==> config.mk <==
export PLATFORM = sky130hd
export DESIGN_NAME = pipe_hazard_ctrl
export DESIGN_NICKNAME = d
export VERILOG_FILES = /design/src/rtl/pipe_ctrl_pkg.sv /design/src/rtl/pipe_hazard_ctrl_irq_guard.sv /design/src/rtl/pipe_hazard_ctrl.sv
export SDC_FILE = /design/constraint.sdc
export NUM_CORES = 1
export LEC_CHECK = 0
export BUFFER_PORTS_ARGS = -buffer_cell sky130_fd_sc_hd__buf_2
export CAP_MARGIN = 10
export CORE_MARGIN = 5
export CORE_UTILIZATION = 32
export CTS_CLUSTER_SIZE = 10
export DETAILED_ROUTE_END_ITERATION = 10
export HOLD_SLACK_MARGIN = 0.03
export PLACE_DENSITY = 0.77
export SYNTH_ARGS = -nofsm -noshare
export SYNTH_HDL_FRONTEND = slang
export SYNTH_SLANG_ARGS = --single-unit
==> constraint.sdc <==
create_clock -name clk -period 1.6 [get_ports clk]
set_input_delay 0.16 -clock clk [delete_from_list [all_inputs] [get_ports clk]]
set_output_delay 0.16 -clock clk [all_outputs]
set_load 0.01 [all_outputs]
==> src/rtl/pipe_ctrl_pkg.sv <==
// Shared types and constants for the pipeline hazard/interrupt sequencer (pipe_hazard_ctrl).
package pipe_ctrl_pkg;

  typedef enum logic [1:0] {
    ST_RUN      = 2'd0,
    ST_MEM_WAIT = 2'd1,
    ST_GUARD    = 2'd2
  } ctrl_state_e;

  // Decoder PCSrc encoding, shared so id_jump/id_error stay in step with the decoder.
  typedef enum logic [2:0] {
    PCSRC_SEQ    = 3'd0,
    PCSRC_BRANCH = 3'd1,
    PCSRC_JUMP   = 3'd2,
    PCSRC_JR     = 3'd3,
    PCSRC_IRQ    = 3'd4,
    PCSRC_ERROR  = 3'd5
  } pcsrc_e;

  localparam logic [4:0] REG_ZERO = 5'd0;

  typedef struct packed {
    logic pcHold;
    logic ifidHold;
    logic idexHold;
    logic exmemHold;
    logic ifidFlush;
    logic idexFlush;
    logic irqTake;
  } hazard_ctrl_t;

  function automatic logic loadUseHit(
    input logic       exMemRd,
    input logic [4:0] exWrAddr,
    input logic       usesRs,
    input logic [4:0] rs,
    input logic       usesRt,
    input logic [4:0] rt
  );
    return exMemRd && (exWrAddr != REG_ZERO) &&
           ((usesRs && (rs == exWrAddr)) || (usesRt && (rt == exWrAddr)));
  endfunction

endpackage

==> src/rtl/pipe_hazard_ctrl_irq_guard.sv <==
// Timer IRQ edge latch, pending flag and post-take guard down-counter for pipe_hazard_ctrl.
module irq_guard #(
  parameter int IRQ_GUARD = 4
) (
  input  logic clk,
  input  logic reset,
  input  logic irqIn_i,
  input  logic take_i,
  input  logic busy_i,
  output logic pending_o,
  output logic armed_o
);

  localparam int GW = $clog2(IRQ_GUARD + 1);

  logic          irqIn_q;
  logic          pending_q, pending_d;
  logic [GW-1:0] guard_q, guard_d;

  // A new edge wins over a take in the same cycle so that IRQ is not lost.
  always_comb begin
    pending_d = (irqIn_i & ~irqIn_q) | (pending_q & ~take_i);
  end

  always_comb begin
    guard_d = guard_q;
    if (take_i) begin
      guard_d = GW'(IRQ_GUARD);
    end else if (!busy_i && (guard_q != '0)) begin
      guard_d = guard_q - GW'(1);
    end
  end

  always_ff @(posedge clk) begin
    if (reset) begin
      irqIn_q   <= 1'b0;
      pending_q <= 1'b0;
      guard_q   <= '0;
    end else begin
      irqIn_q   <= irqIn_i;
      pending_q <= pending_d;
      guard_q   <= guard_d;
    end
  end

  assign pending_o = pending_q;
  assign armed_o   = (guard_d != '0);

endmodule

==> src/rtl/pipe_hazard_ctrl.sv <==
// Stall/flush/interrupt sequencer for the 5-stage pipeline.
// Optional perf counters are built only when HAZ_PERF_EN is defined.
module pipe_hazard_ctrl
  import pipe_ctrl_pkg::*;
#(
  parameter int IRQ_GUARD = 4,
  parameter int CNT_W     = 32
) (
  input  logic             clk,
  input  logic             reset,
  input  logic [4:0]       id_rs,
  input  logic [4:0]       id_rt,
  input  logic             id_uses_rs,
  input  logic             id_uses_rt,
  input  logic             id_jump,
  input  logic             id_error,
  input  logic             ex_memrd,
  input  logic [4:0]       ex_wr_addr,
  input  logic             ex_br_taken,
  input  logic             mem_busy,
  input  logic             irq_in,
  input  logic             kernel_mode,
  output logic             pc_hold,
  output logic             ifid_hold,
  output logic             idex_hold,
  output logic             exmem_hold,
  output logic             ifid_flush,
  output logic             idex_flush,
  output logic             irq_take,
  output logic             irq_pending,
  output logic [CNT_W-1:0] perf_stall_cnt,
  output logic [CNT_W-1:0] perf_flush_cnt,
  output logic [CNT_W-1:0] perf_irq_cnt
);

  ctrl_state_e  state_q, state_d;
  hazard_ctrl_t ctrl;
  logic         pendingIrq;
  logic         guardArmed;
  logic         loadUse;

  assign loadUse = loadUseHit(ex_memrd, ex_wr_addr, id_uses_rs, id_rs, id_uses_rt, id_rt);

  irq_guard #(
    .IRQ_GUARD(IRQ_GUARD)
  ) u_irq_guard (
    .clk       (clk),
    .reset     (reset),
    .irqIn_i   (irq_in),
    .take_i    (ctrl.irqTake),
    .busy_i    (mem_busy),
    .pending_o (pendingIrq),
    .armed_o   (guardArmed)
  );

  always_ff @(posedge clk) begin
    if (reset) begin
      state_q <= ST_RUN;
    end else begin
      state_q <= state_d;
    end
  end

  // Leaving a memory wait resumes the guard window if it has not yet run out.
  always_comb begin
    state_d = state_q;
    unique case (state_q)
      ST_RUN: begin
        if (mem_busy)          state_d = ST_MEM_WAIT;
        else if (ctrl.irqTake) state_d = ST_GUARD;
      end
      ST_MEM_WAIT: begin
        if (!mem_busy)         state_d = guardArmed ? ST_GUARD : ST_RUN;
      end
      ST_GUARD: begin
        if (mem_busy)          state_d = ST_MEM_WAIT;
        else if (!guardArmed)  state_d = ST_RUN;
      end
      default:                 state_d = ST_RUN;
    endcase
  end

  always_comb begin
    ctrl = '0;
    if (reset) begin
      ctrl.ifidFlush = 1'b1;
      ctrl.idexFlush = 1'b1;
    end else if (mem_busy) begin
      ctrl.pcHold    = 1'b1;
      ctrl.ifidHold  = 1'b1;
      ctrl.idexHold  = 1'b1;
      ctrl.exmemHold = 1'b1;
    end else if (ex_br_taken) begin
      ctrl.ifidFlush = 1'b1;
      ctrl.idexFlush = 1'b1;
    end else if (pendingIrq && !kernel_mode && (state_q == ST_RUN)) begin
      ctrl.irqTake   = 1'b1;
      ctrl.ifidFlush = 1'b1;
    end else if (id_error) begin
      ctrl.ifidFlush = 1'b1;
    end else if (loadUse) begin
      ctrl.pcHold    = 1'b1;
      ctrl.ifidHold  = 1'b1;
      ctrl.idexFlush = 1'b1;
    end else if (id_jump) begin
      ctrl.ifidFlush = 1'b1;
    end
  end

  assign pc_hold     = ctrl.pcHold;
  assign ifid_hold   = ctrl.ifidHold;
  assign idex_hold   = ctrl.idexHold;
  assign exmem_hold  = ctrl.exmemHold;
  assign ifid_flush  = ctrl.ifidFlush;
  assign idex_flush  = ctrl.idexFlush;
  assign irq_take    = ctrl.irqTake;
  assign irq_pending = pendingIrq;

`ifdef HAZ_PERF_EN
  logic [CNT_W-1:0] stallCnt_q, flushCnt_q, irqCnt_q;
  logic             flushEvent;

  // pcHold covers both load-use and memory-wait stalls; reset already forces it low.
  assign flushEvent = ~reset & (ctrl.ifidFlush | ctrl.idexFlush);

  always_ff @(posedge clk) begin
    if (reset) begin
      stallCnt_q <= '0;
      flushCnt_q <= '0;
      irqCnt_q   <= '0;
    end else begin
      if (ctrl.pcHold && (stallCnt_q != '1)) stallCnt_q <= stallCnt_q + CNT_W'(1);
      if (flushEvent && (flushCnt_q != '1))  flushCnt_q <= flushCnt_q + CNT_W'(1);
      if (ctrl.irqTake && (irqCnt_q != '1))  irqCnt_q   <= irqCnt_q + CNT_W'(1);
    end
  end

  assign perf_stall_cnt = stallCnt_q;
  assign perf_flush_cnt = flushCnt_q;
  assign perf_irq_cnt   = irqCnt_q;
`else
  assign perf_stall_cnt = '0;
  assign perf_flush_cnt = '0;
  assign perf_irq_cnt   = '0;
`endif

endmodule

* Word level (Yosys, flattened, before mapping) *
Index checks and enable logic that the tools add are counted.

operators by class
  equality and inequality tests = 7
  bitwise logic cells = 5
  muxes and demuxes = 29
  add/sub/neg operators = 1
  reduce and logical (&&, ||, !) cells = 15

operators with widths
  kind                                                                     number
  2-bit two-way mux                                                        14
  5-bit == test                                                            2
  1-bit two-way mux                                                        10
  3-bit two-way mux                                                        3
  1-bit logical AND                                                        7
  2-bit case mux with 3 select lines                                       1
  3-bit nonzero test                                                       2
  5-bit nonzero test                                                       1
  4-bit two-way mux                                                        1
  3-bit by 2-bit inequality test with 1-bit output, second input constant  1
  3-bit inequality test, second input constant                             1
  3-bit AND reduction                                                      1
  3-bit by 1-bit subtractor with 3-bit output, second input constant       1
  1-bit bitwise AND                                                        2
  2-bit by 1-bit == test with 1-bit output, second input constant          1
  2-bit == test, second input constant                                     1
  1-bit zero test                                                          2
  2-bit zero test                                                          1
  2-bit inequality test, second input constant                             1
  1-bit inverter                                                           2
  1-bit logical OR                                                         1
  1-bit bitwise OR                                                         1

word-level totals
  bits in registers = 7
  output and inout port bits = 104
  word-level logic and storage cells = 61
  input port bits = 26

* Longest topological paths before layout *
Gate-level depths: netlist of the first run.

  depth after elaboration = 15
  depth in mapped cells = 7
  mapped depth without buffers = 7

* Modules after synthesis *
From an unflattened synthesis of the first run, not the netlist that was laid out.

second synthesis, totals
  cells, all modules = 159
  area, all modules = 1278.7 um^2

by module, submodules not included
  module            cells each  area each (um^2)  instances  sequential area each (um^2)
  pipe_hazard_ctrl  134         1028.5            1          40.0
  irq_guard         25          250.2             1          100.1

* Worst setup path after synthesis of the first run *
Ideal clock, no wire load.

  path type = register to output
  start point = register u_irq_guard.pending_q, in the netlist u_irq_guard.pending_o
  end point = output port pc_hold
  setup slack = 0.035 ns
  cell stages (with the launch flop) = 6
  arrival time = 1.405 ns
  cells stage by stage = dfxtp_1 nor4b_2 nor4_1 nand2_2 o21ai_0 buf_4

on the way
  word-level cells in the longest chain between the ends = 6

RTL lines
  what                            line                              RTL
  from (decl)                     pipe_hazard_ctrl_irq_guard.sv:17  logic pending_q, pending_d;
  from (signal assigned)          pipe_hazard_ctrl_irq_guard.sv:41  pending_q <= pending_d;
  1-bit logical AND (2 in a row)  pipe_hazard_ctrl.sv:96            end else if (pendingIrq && !kernel_mode && (state_q == ST_RUN)) begin
  2-bit two-way mux               pipe_hazard_ctrl.sv:96
  2-bit two-way mux               pipe_hazard_ctrl.sv:93            end else if (ex_br_taken) begin
  2-bit two-way mux               pipe_hazard_ctrl.sv:88            end else if (mem_busy) begin
  4-bit two-way mux               pipe_hazard_ctrl.sv:85            if (reset) begin
  to (decl)                       pipe_hazard_ctrl.sv:23            output logic pc_hold,

Every way passes these cells.

* Worst setup path after layout of the first run *
  start point = register state_q[0]
  end point = output port ifid_flush

on the way
  word-level cells in the longest chain between the ends = 6

RTL lines
  what                    line                    RTL
  from (decl)             pipe_hazard_ctrl.sv:36  ctrl_state_e state_q, state_d;
  from (signal assigned)  pipe_hazard_ctrl.sv:60  state_q <= state_d;
  2-bit zero test         pipe_hazard_ctrl.sv:96
  1-bit logical AND       pipe_hazard_ctrl.sv:96
  1-bit two-way mux       pipe_hazard_ctrl.sv:96
  2-bit two-way mux       pipe_hazard_ctrl.sv:93
  3-bit two-way mux       pipe_hazard_ctrl.sv:88
  2-bit two-way mux       pipe_hazard_ctrl.sv:85
  to (decl)               pipe_hazard_ctrl.sv:27  output logic ifid_flush,

Every way passes these cells.

==> flow_metrics.py, run 1 <==
metrics = {
    "synth": {
        "synth-main-ff-cell": "dfxtp_1",
        "yosysMostFrequentCell": "buf_4",
        "synth_edf_count": 0,
        "synth.distinct_cells": 25,
        "yosysSeqAreaShare": 0.112,
        "yosysTopAreaCell": "buf_4",
        "yosysWarnings": 0,
        "syn-cell-area_sq_mm": 0.00125,
        "synthArstFlopShare": 0,
        "ys_top_cells_by_area": "buf_4 (59%), dfxtp_1 (11%), xor2_1 (6.3%), xnor2_1 (2.1%), ha_1 (2.0%)",
        "synth_top_cell_area_share": 0.587,
        "netlist_instances": 162,
        "ys_seq_elements": 7,
        "avgSynthCellArea_sq_um": 7.74,
        "synth_common_cells": "buf_4 (98), xor2_1 (9), dfxtp_1 (7)",
    },
    "min_path": {
        "min_path_cells": 2,
        "min_to": "u_irq_guard.irqIn_q$_SDFF_PP0_",
        "hold_class": "in -> reg",
        "hp-start": "irq_in",
    },
    "flow_run": {
        "drv_cap": 0,
    },
    "floorplanning": {
        "die_w_microns": 72.6,
        "rows": 22,
        "core_region_area_sq_mm": 0.00372,
        "die-height_microns": 72.6,
        "initial_core_util": 0.337,
        "ios": 130,
        "dieArea_sq_mm": 0.00527,
    },
    "global_routing": {
        "antenna_found_initial": 0,
        "grt_max_degree": 11,
        "grt_pass1_wl_mm": 2.86,
        "grt-ovfl-total": 0,
        "grt_usage": 0.0669,
        "grt_pass1_vias": 667,
    },
    "placed_design": {
        "place.port_buffers": 33,
        "dpl.hpwl_mm": 2.12,
        "gp_congestion": 0.729,
        "place_ws_ns": -0.0142,
    },
    "timing": {
        "hold_ws_ns": 0.159,
        "finalSetupTns_ns": 0,
        "fmax_mhz": 640,
        "fin_crit_ns": 1.56,
        "finalMaxSlewViolations": 0,
        "skew_ns": 0.00244,
        "rsz0062_at_grt": "yes",
        "period_share": 0.977,
        "hold_viol_final": 0,
        "layout_setup_ws_ns": 0.0369,
        "setup_viol_count_final": 0,
    },
    "critical_path": {
        "cp.arrival_ns": 1.40,
        "cp-start-kind": "flop",
        "reg2reg_from": "u_irq_guard.guard_q[1]$_SDFF_PP0_",
        "path_class": "reg -> out",
        "crit_family": "simple AND/OR/NAND/NOR gates",
        "crit_path_max_incr_delay_ns": 0.38,
        "path_cells": "nor4b_4, nor4_4, a21oi_1, o21a_1, buf_2",
        "r2r-end": "state_q[1]$_SDFFE_PP0P_",
        "worstPathRequired_ns": 1.44,
        "reg2reg_slack_ns": 0.09,
        "endpoint_kind": "output pin",
        "crit_buf_inv": 1,
        "cp_max_fo": 3,
        "reg2reg_depth": 7,
        "critPathSlowestCell": "nor4b_4",
    },
    "pwr": {
        "irDropWorstVdd_uv": 697,
        "power.density_mw_per_mm2": 846,
        "p_leak_nw": 0.675,
    },
    "clocking": {
        "clk_latency_ns": 0.23,
        "cts.clk_slew.worst_paths_ns": 0.04,
        "clock_sinks": 7,
        "hold_buffers": 0,
        "h-tree-depth": 1,
        "post_cts_buffers": 0,
        "root_buffer": "clkbuf_8",
        "cts_tree": "built",
        "clock_path_buffers": 2,
        "cts_buffers": 3,
    },
    "layout": {
        "post-route-util": 0.316,
        "layout-drive-gt1-share": 0.224,
        "area_growth_pct": -6.19,
        "diodes": 0,
        "nets": 225,
    },
    "status": {
        "outcome": "finished clean",
    },
    "drt": {
        "post_drt_wl_per_cell_microns": 9.45,
        "routed_wl_mm": 2.31,
        "avgViaCountPerCell": 3.42,
        "dr.pass1.iters": 2,
        "ant_nets": 0,
        "drc_errors": 0,
        "vias": 835,
        "drt_iter0_markers": 2,
    },
}
[routing by layer]
metal	track usage	wire length [microns]	vias up
li1	-	-	390
met5	0	0	-
met3	0.0165	417	2
met1	0.0617	631	375
met2	0.134	1250	68
met4	0.0307	9	0
[cell families after synthesis]
family	after synthesis	synth area share
buf+inv	105	0.616
simple gates	22	0.103
compound gates	13	0.0629
xor+xnor	12	0.0838
flops	7	0.112
fa+ha+maj	2	0.0200
other cells	1	0.00299
[repair_timing]
action	CTS	global route
resized for setup	3	7
pin swaps	0	4
setup endpoints to repair	4	5
[final cells by class]
class	instances	area, sq um
Sequential cell	7	143
Multi-Input combinational cell	145	733
Timing Repair Buffer	34	173
Fill cell	416	2540
Clock buffer	4	45.0
Tap cell	48	60.1
Inverter	6	22.5
[report_power, final]
group,leakage [nW],internal [mW],switching (mW)
Combinational,0.594,0.189,0.309
Sequential,0.0586,0.221,0.0298
Clock,0.0228,0.172,0.0735
[flip-flops by register name, indices dropped and copies added (netlist names)]
signal	cells
state_q	2
u_irq_guard.guard_q	3
u_irq_guard.irqIn_q	1
u_irq_guard.pending_o	1
[worst max path at each step]
stage | startpoint | endpoint | depth (start not counted) | slack [ns]
after CTS | state_q[1]$_SDFFE_PP0P_ | ifid_flush | 5 | 0.04
after global placement | ex_wr_addr[1] | pc_hold | 6 | 0.09
after detailed placement | u_irq_guard.guard_q[1]$_SDFF_PP0_ | u_irq_guard.guard_q[1]$_SDFF_PP0_ | 6 | -0.01
final | state_q[0]$_SDFFE_PP0P_ | ifid_flush | 5 | 0.04
after floorplan | u_irq_guard.pending_o$_SDFF_PP0_ | pc_hold | 5 | 0.03
after global routing | state_q[0]$_SDFFE_PP0P_ | ifid_flush | 5 | -0.05
[through the flow]
stage | std cells | power, mW | instance area [sq um]
6_report | 244 | 0.995 | 1180
5_1_grt | 244 | 1.09 | 1180
4_1_cts | 244 | 0.972 | 1160
3_5_place_dp | 240 | 0.702 | 1090
3_3_place_gp | 240 | 0.678 | 1090
2_1_floorplan | 257 | 0.757 | 1610
[placed cells by master, fill, tap and decap left out, types with 2 or more instances in the layout]
| cell | Yosys | routed |
|---|---|---|
| conb_1 | 1 | 96 |
| nor2b_1 | 2 | 2 |
| nor2_1 | 3 | 2 |
| inv_1 | 6 | 6 |
| or4_1 | 2 | 2 |
| clkbuf_8 | 1 | 3 |
| dfxtp_1 | 7 | 5 |
| ha_1 | 2 | 2 |
| buf_2 | 0 | 33 |
| nor3_1 | 4 | 4 |
| nand2_2 | 1 | 2 |
| dfxtp_2 | 0 | 2 |
| xnor2_1 | 3 | 3 |
| xor2_1 | 9 | 9 |
| nor4_1 | 3 | 2 |
| a21oi_1 | 4 | 4 |
| nand2_1 | 3 | 2 |
| o21a_1 | 2 | 2 |
| o21ai_0 | 4 | 3 |
(Power assumes the default switching activity.)
==> run 2: changes to the inputs <==
--- a/config.mk
+++ b/config.mk
@@ -11,6 +11,7 @@
 export CORE_UTILIZATION = 32
 export CTS_CLUSTER_SIZE = 10
 export DETAILED_ROUTE_END_ITERATION = 10
+export GPL_TIMING_DRIVEN = 0
 export HOLD_SLACK_MARGIN = 0.03
 export PLACE_DENSITY = 0.77
 export SYNTH_ARGS = -nofsm -noshare
==> flow_metrics.py, run 2 (same netlist as run 1, synthesis figures left out) <==
metrics = {
    "status": {
        "outcome": "finished clean",
    },
    "layout": {
        "diodes": 0,
        "final_common_cell": "buf_4",
        "area_growth_pct": 54.4,
        "post-route-util": 0.521,
        "layout-drive-gt1-share": 0.497,
        "largestRegisters": "u_irq_guard.guard_q (3), state_q (2)",
        "regArea_sq_um": 146,
        "largest_reg_flops": 3,
        "multi_input_area_sq_um": 744,
        "final_cell_mix": "buf_4 (99), conb_1 (96), buf_2 (32)",
        "regMostFlops": "u_irq_guard.guard_q",
        "fill_cells": 387,
        "nets": 323,
    },
    "clocking": {
        "hold_buffers": 0,
        "root_buffer": "clkbuf_8",
        "clock_sinks": 7,
        "clk_latency_ns": 0.23,
        "cts_tree": "built",
        "cts.clk_slew.worst_paths_ns": 0.04,
        "h-tree-depth": 1,
        "cts_buffers": 3,
        "clock_path_buffers": 2,
    },
    "floorplanning": {
        "core_region_area_sq_mm": 0.00372,
        "die_w_microns": 72.6,
        "die-height_microns": 72.6,
        "ios": 130,
        "dieArea_sq_mm": 0.00527,
        "rows": 22,
        "initial_core_util": 0.337,
    },
    "timing": {
        "layout_setup_ws_ns": 0.0369,
        "hold_viol_final": 0,
        "fmax_mhz": 640,
        "fin_crit_ns": 1.56,
        "skew_ns": 0.00109,
        "setup_viol_count_final": 0,
        "rsz0062_at_grt": "yes",
        "period_share": 0.977,
        "finalMaxSlewViolations": 0,
    },
    "critical_path": {
        "cp-start-kind": "input pin",
        "path_class": "in -> out",
        "cp.arrival_ns": 1.40,
        "worstPathRequired_ns": 1.44,
        "endpoint_kind": "output pin",
        "cp_max_fo": 3,
        "reg2reg_slack_ns": 0.11,
    },
    "pwr": {
        "p_leak_nw": 1.21,
        "power.density_mw_per_mm2": 634,
        "irDropWorstVdd_uv": 586,
    },
    "drt": {
        "post_drt_wl_per_cell_microns": 8.42,
        "drt_iter0_markers": 28,
        "routed_wl_mm": 2.88,
        "ant_nets": 0,
        "avgViaCountPerCell": 3.19,
        "vias": 1092,
        "drc_errors": 0,
        "dr.pass1.iters": 4,
    },
    "placed_design": {
        "place_ws_ns": -0.0526,
        "gp_congestion": 0.800,
        "dpl.hpwl_mm": 2.70,
        "place.port_buffers": 32,
    },
    "flow_run": {
        "drv_cap": 0,
    },
    "global_routing": {
        "grt-ovfl-total": 0,
        "grt_usage": 0.0983,
        "grt_pass1_vias": 945,
        "grt_pass1_wl_mm": 4.25,
        "antenna_found_initial": 0,
        "grt_max_degree": 11,
    },
    "min_path": {
        "hold_class": "in -> reg",
    },
}
-- run 2: path summary, 6_finish.rpt --
check,cells after the start,end,startpoint
setup reg to reg,7,state_q[1]$_SDFFE_PP0P_,u_irq_guard.guard_q[0]$_SDFF_PP0_
setup / recovery,7,pc_hold,ex_wr_addr[4]
hold reg to reg,1,state_q[0]$_SDFFE_PP0P_,state_q[0]$_SDFFE_PP0P_
hold / removal,2,u_irq_guard.irqIn_q$_SDFF_PP0_,irq_in
-- run 2: per-layer routing --
metal / wire length, microns / global-route usage / share of wire
met5: 0 / 0 / 0
met4: 47 / 0.0369 / 0.016
met3: 438 / 0.0317 / 0.15
met2: 1470 / 0.183 / 0.51
met1: 921 / 0.101 / 0.32
-- run 2: repair_timing --
| action | in CTS | in global routing |
|---|---|---|
| pin swaps | 2 | 5 |
| resized for setup | 8 | 7 |
| cloned | 0 | 0 |
| buffers inserted | 0 | 1 |
| setup endpoints to repair | 4 | 5 |
-- run 2: critical path, stage by stage --
cell and delay [ns]:
buf_2 0.12, or4_4 0.52, o21a_1 0.21, nand2_2 0.07, o21ai_2 0.05, buf_4 0.13, buf_2 0.13
-- run 2: power breakdown --
| part | internal (mW) | switching [mW] | leakage (nW) | total, mW |
|---|---|---|---|---|
| Sequential | 0.224 | 0.0365 | 0.0593 | 0.260 |
| Combinational | 0.379 | 0.339 | 1.13 | 0.718 |
| Clock | 0.172 | 0.0763 | 0.0228 | 0.249 |
-- run 2: metrics by stage --
stage | std cells | area (sq um) | total power, mW | hold slack, ns | TNS [ns]
floorplan | 257 | 1610 | 0.757 | 0.239 | 0
global placement | 337 | 1830 | 0.840 | 0.383 | -0.0288
detailed placement | 337 | 1830 | 0.855 | 0.388 | -0.0815
CTS | 341 | 1900 | 1.15 | 0.157 | -0.00833
global route | 342 | 1940 | 1.35 | 0.150 | -0.0609
finish | 342 | 1940 | 1.23 | 0.158 | 0
-- run 2: layout make-up --
type / instances / area share
buffer: 99 / 0.387
multi-input combinational: 145 / 0.385
timing repair buffer: 33 / 0.0866
sequential: 7 / 0.0756
tap: 48 / 0.0310
clock buffer: 4 / 0.0233
inverter: 6 / 0.0116
==> run 3: changes to the inputs <==
--- a/config.mk
+++ b/config.mk
@@ -5,15 +5,16 @@
 export SDC_FILE = /design/constraint.sdc
 export NUM_CORES = 1
 export LEC_CHECK = 0
+export ABC_AREA = 1
 export BUFFER_PORTS_ARGS = -buffer_cell sky130_fd_sc_hd__buf_2
 export CAP_MARGIN = 10
 export CORE_MARGIN = 5
-export CORE_UTILIZATION = 32
+export CORE_UTILIZATION = 34
 export CTS_CLUSTER_SIZE = 10
 export DETAILED_ROUTE_END_ITERATION = 10
 export GPL_TIMING_DRIVEN = 0
 export HOLD_SLACK_MARGIN = 0.03
-export PLACE_DENSITY = 0.77
+export PLACE_DENSITY = 0.78
 export SYNTH_ARGS = -nofsm -noshare
 export SYNTH_HDL_FRONTEND = slang
 export SYNTH_SLANG_ARGS = --single-unit
==> flow_metrics.py, run 3 <==
metrics = {
    "status": {
        "outcome": "finished clean",
    },
    "drt": {
        "drt_iter0_markers": 15,
        "routed_wl_mm": 3.05,
        "drc_errors": 0,
        "vias": 1274,
        "avgViaCountPerCell": 3.23,
        "ant_nets": 0,
        "dr.pass1.iters": 4,
        "post_drt_wl_per_cell_microns": 7.71,
    },
    "critical_path": {
        "reg2reg_depth": 11,
        "reg2reg_from": "u_irq_guard.guard_q[0]$_SDFF_PP0_",
        "startpoint": "u_irq_guard.guard_q[0]$_SDFF_PP0_",
        "path_common_cell": "nand2_1",
        "crit_buf_inv": 1,
        "worstPathRequired_ns": 1.71,
        "reg2reg_slack_ns": 0.07,
        "r2r-end": "state_q[1]$_SDFFE_PP0P_",
        "critPathSlowestCell": "dfxtp_1",
        "path_class": "reg -> reg",
        "cp-start-kind": "flop",
        "cp-endpoint": "state_q[1]$_SDFFE_PP0P_",
        "cp_max_fo": 3,
        "path_cells": "inv_1, ha_2, ha_4, nor2_4, nand2_1, nand2_2, nand4_4, nand2_1, nand2_1, nor2_1, nor2_1",
        "crit_family": "simple AND/OR/NAND/NOR gates",
        "endpoint_kind": "flop",
        "cp.arrival_ns": 1.64,
        "crit_path_max_incr_delay_ns": 0.31,
        "cp.depth": 11,
    },
    "layout": {
        "diodes": 0,
        "design_area_sq_mm": 0.00207,
        "largestRegisters": "u_irq_guard.guard_q (3), state_q (2)",
        "nets": 374,
        "final_cell_mix": "buf_4 (99), conb_1 (96), buf_2 (33)",
        "final_common_cell": "buf_4",
        "post-route-util": 0.517,
        "fill_cells": 401,
        "layout-drive-gt1-share": 0.441,
        "regMostFlops": "u_irq_guard.guard_q",
        "largest_reg_flops": 3,
        "area_growth_pct": 48.6,
        "final_cells": 395,
    },
    "timing": {
        "fin_crit_ns": 1.53,
        "layout_setup_ws_ns": 0.0724,
        "finalSetupTns_ns": 0,
        "period_share": 0.955,
        "hold_viol_final": 0,
        "setup_viol_count_final": 0,
        "skew_ns": 0.000284,
        "finalMaxSlewViolations": 0,
        "hold_ws_ns": 0.159,
        "fmax_mhz": 655,
    },
    "synth": {
        "yosysSeqAreaShare": 0.101,
        "avgSynthCellArea_sq_um": 6.57,
        "synth_edf_count": 0,
        "yosysWarnings": 0,
        "ys_top_cells_by_area": "buf_4 (53%), dfxtp_1 (10%), nand2_1 (8.1%), inv_1 (6.2%), nor2_1 (5.7%)",
        "synth.distinct_cells": 22,
        "ys_seq_elements": 7,
        "netlist_instances": 212,
        "syn-cell-area_sq_mm": 0.00139,
        "yosysTopAreaCell": "buf_4",
        "synthArstFlopShare": 0,
        "yosysMostFrequentCell": "buf_4",
        "synth_top_cell_area_share": 0.528,
        "synth-main-ff-cell": "dfxtp_1",
        "synth_common_cells": "buf_4 (98), nand2_1 (30), inv_1 (23)",
    },
    "global_routing": {
        "grt_pass1_vias": 1112,
        "grt_pass1_wl_mm": 4.32,
        "antenna_found_initial": 0,
        "grt-ovfl-total": 0,
        "grt_max_degree": 8,
        "grt_usage": 0.0951,
    },
    "pwr": {
        "power.density_mw_per_mm2": 684,
        "power_mw": 1.41,
        "internal_power_uw": 846,
        "pwr-share-seq": 0.164,
        "p_leak_nw": 1.40,
        "p_sw_frac": 0.402,
        "p_sw_uw": 569,
        "clockPowerShare": 0.167,
        "irDropWorstVdd_uv": 424,
        "share_comb_of_total_power": 0.669,
    },
    "clocking": {
        "clk_latency_ns": 0.22,
        "h-tree-depth": 1,
        "clock_path_buffers": 2,
        "cts_buffers": 3,
        "root_buffer": "clkbuf_8",
        "cts.clk_slew.worst_paths_ns": 0.04,
        "clock_sinks": 7,
        "cts_tree": "built",
    },
    "placed_design": {
        "dpl.hpwl_mm": 2.84,
        "placed_cell_area_sq_mm": 0.00198,
        "dp.cells": 390,
        "place_ws_ns": -0.0473,
        "place.port_buffers": 33,
        "gp_congestion": 0.794,
    },
    "floorplanning": {
        "die_w_microns": 74,
        "die-height_microns": 74,
        "core_region_area_sq_mm": 0.00400,
        "initial_core_util": 0.348,
        "rows": 23,
        "ios": 130,
        "dieArea_sq_mm": 0.00548,
    },
    "min_path": {
        "hp-start": "irq_in",
        "hold_class": "in -> reg",
    },
    "flow_run": {
        "drv_cap": 0,
    },
}
[run 3: layout make-up]
type                       count  area, sq um  area share
buffer                        98          736       0.356
clock buffer                   4         45.0      0.0218
inverter                      25         93.8      0.0453
multi-input combinational    177          820       0.396
sequential                     7          140      0.0677
tap                           50         62.6      0.0302
timing repair buffer          34          173      0.0834
[run 3: routing by layer]
metal  wire, microns  global-route usage
met3             427              0.0230
met4              29              0.0382
met2            1620               0.187
met1             964              0.0940
met5               0                   0
[run 3: worst reg2reg max path, stage by stage (launching register included)]
cell,delay [ns]
dfxtp_1,0.31
inv_1,0.06
ha_2,0.19
ha_4,0.17
nor2_4,0.12
nand2_1,0.09
nand2_2,0.11
nand4_4,0.11
nand2_1,0.08
nand2_1,0.05
nor2_1,0.10
nor2_1,0.04
[run 3: timing repair]
item | CTS | global route
resized for setup | 1 | 9
buffers inserted | 0 | 1
pin swaps | 0 | 4
endpoints found under the setup margin | 1 | 3
hold buffers | 0 | 0
[run 3: cells by family after synthesis]
| group | count (synthesis) | synth area share |
|---|---|---|
| other cells | 1 | 0.00269 |
| compound gates | 9 | 0.0395 |
| flops | 7 | 0.101 |
| xor+xnor | 3 | 0.0189 |
| fa+ha+maj | 2 | 0.0180 |
| buf+inv | 123 | 0.596 |
| simple gates | 67 | 0.225 |
[run 3: worst min-delay path by stage]
stage / end / slack, ns / cells past startpoint
global route: u_irq_guard.irqIn_q$_SDFF_PP0_ / 0.17 / 3
floorplan: u_irq_guard.guard_q[2]$_SDFF_PP0_ / 0.23 / 1
CTS: u_irq_guard.irqIn_q$_SDFF_PP0_ / 0.16 / 3
detailed placement: u_irq_guard.irqIn_q$_SDFF_PP0_ / 0.38 / 3
global placement: u_irq_guard.irqIn_q$_SDFF_PP0_ / 0.37 / 3
finish: u_irq_guard.irqIn_q$_SDFF_PP0_ / 0.16 / 3
[run 3: power groups by stage]
stage	registers [mW]	logic (mW)	clock network [mW]
2_1_floorplan	0.233	0.666	0
3_3_place_gp	0.234	0.756	0
3_5_place_dp	0.234	0.787	0
4_1_cts	0.231	0.799	0.244
5_1_grt	0.235	1.05	0.248
6_report	0.232	0.947	0.237
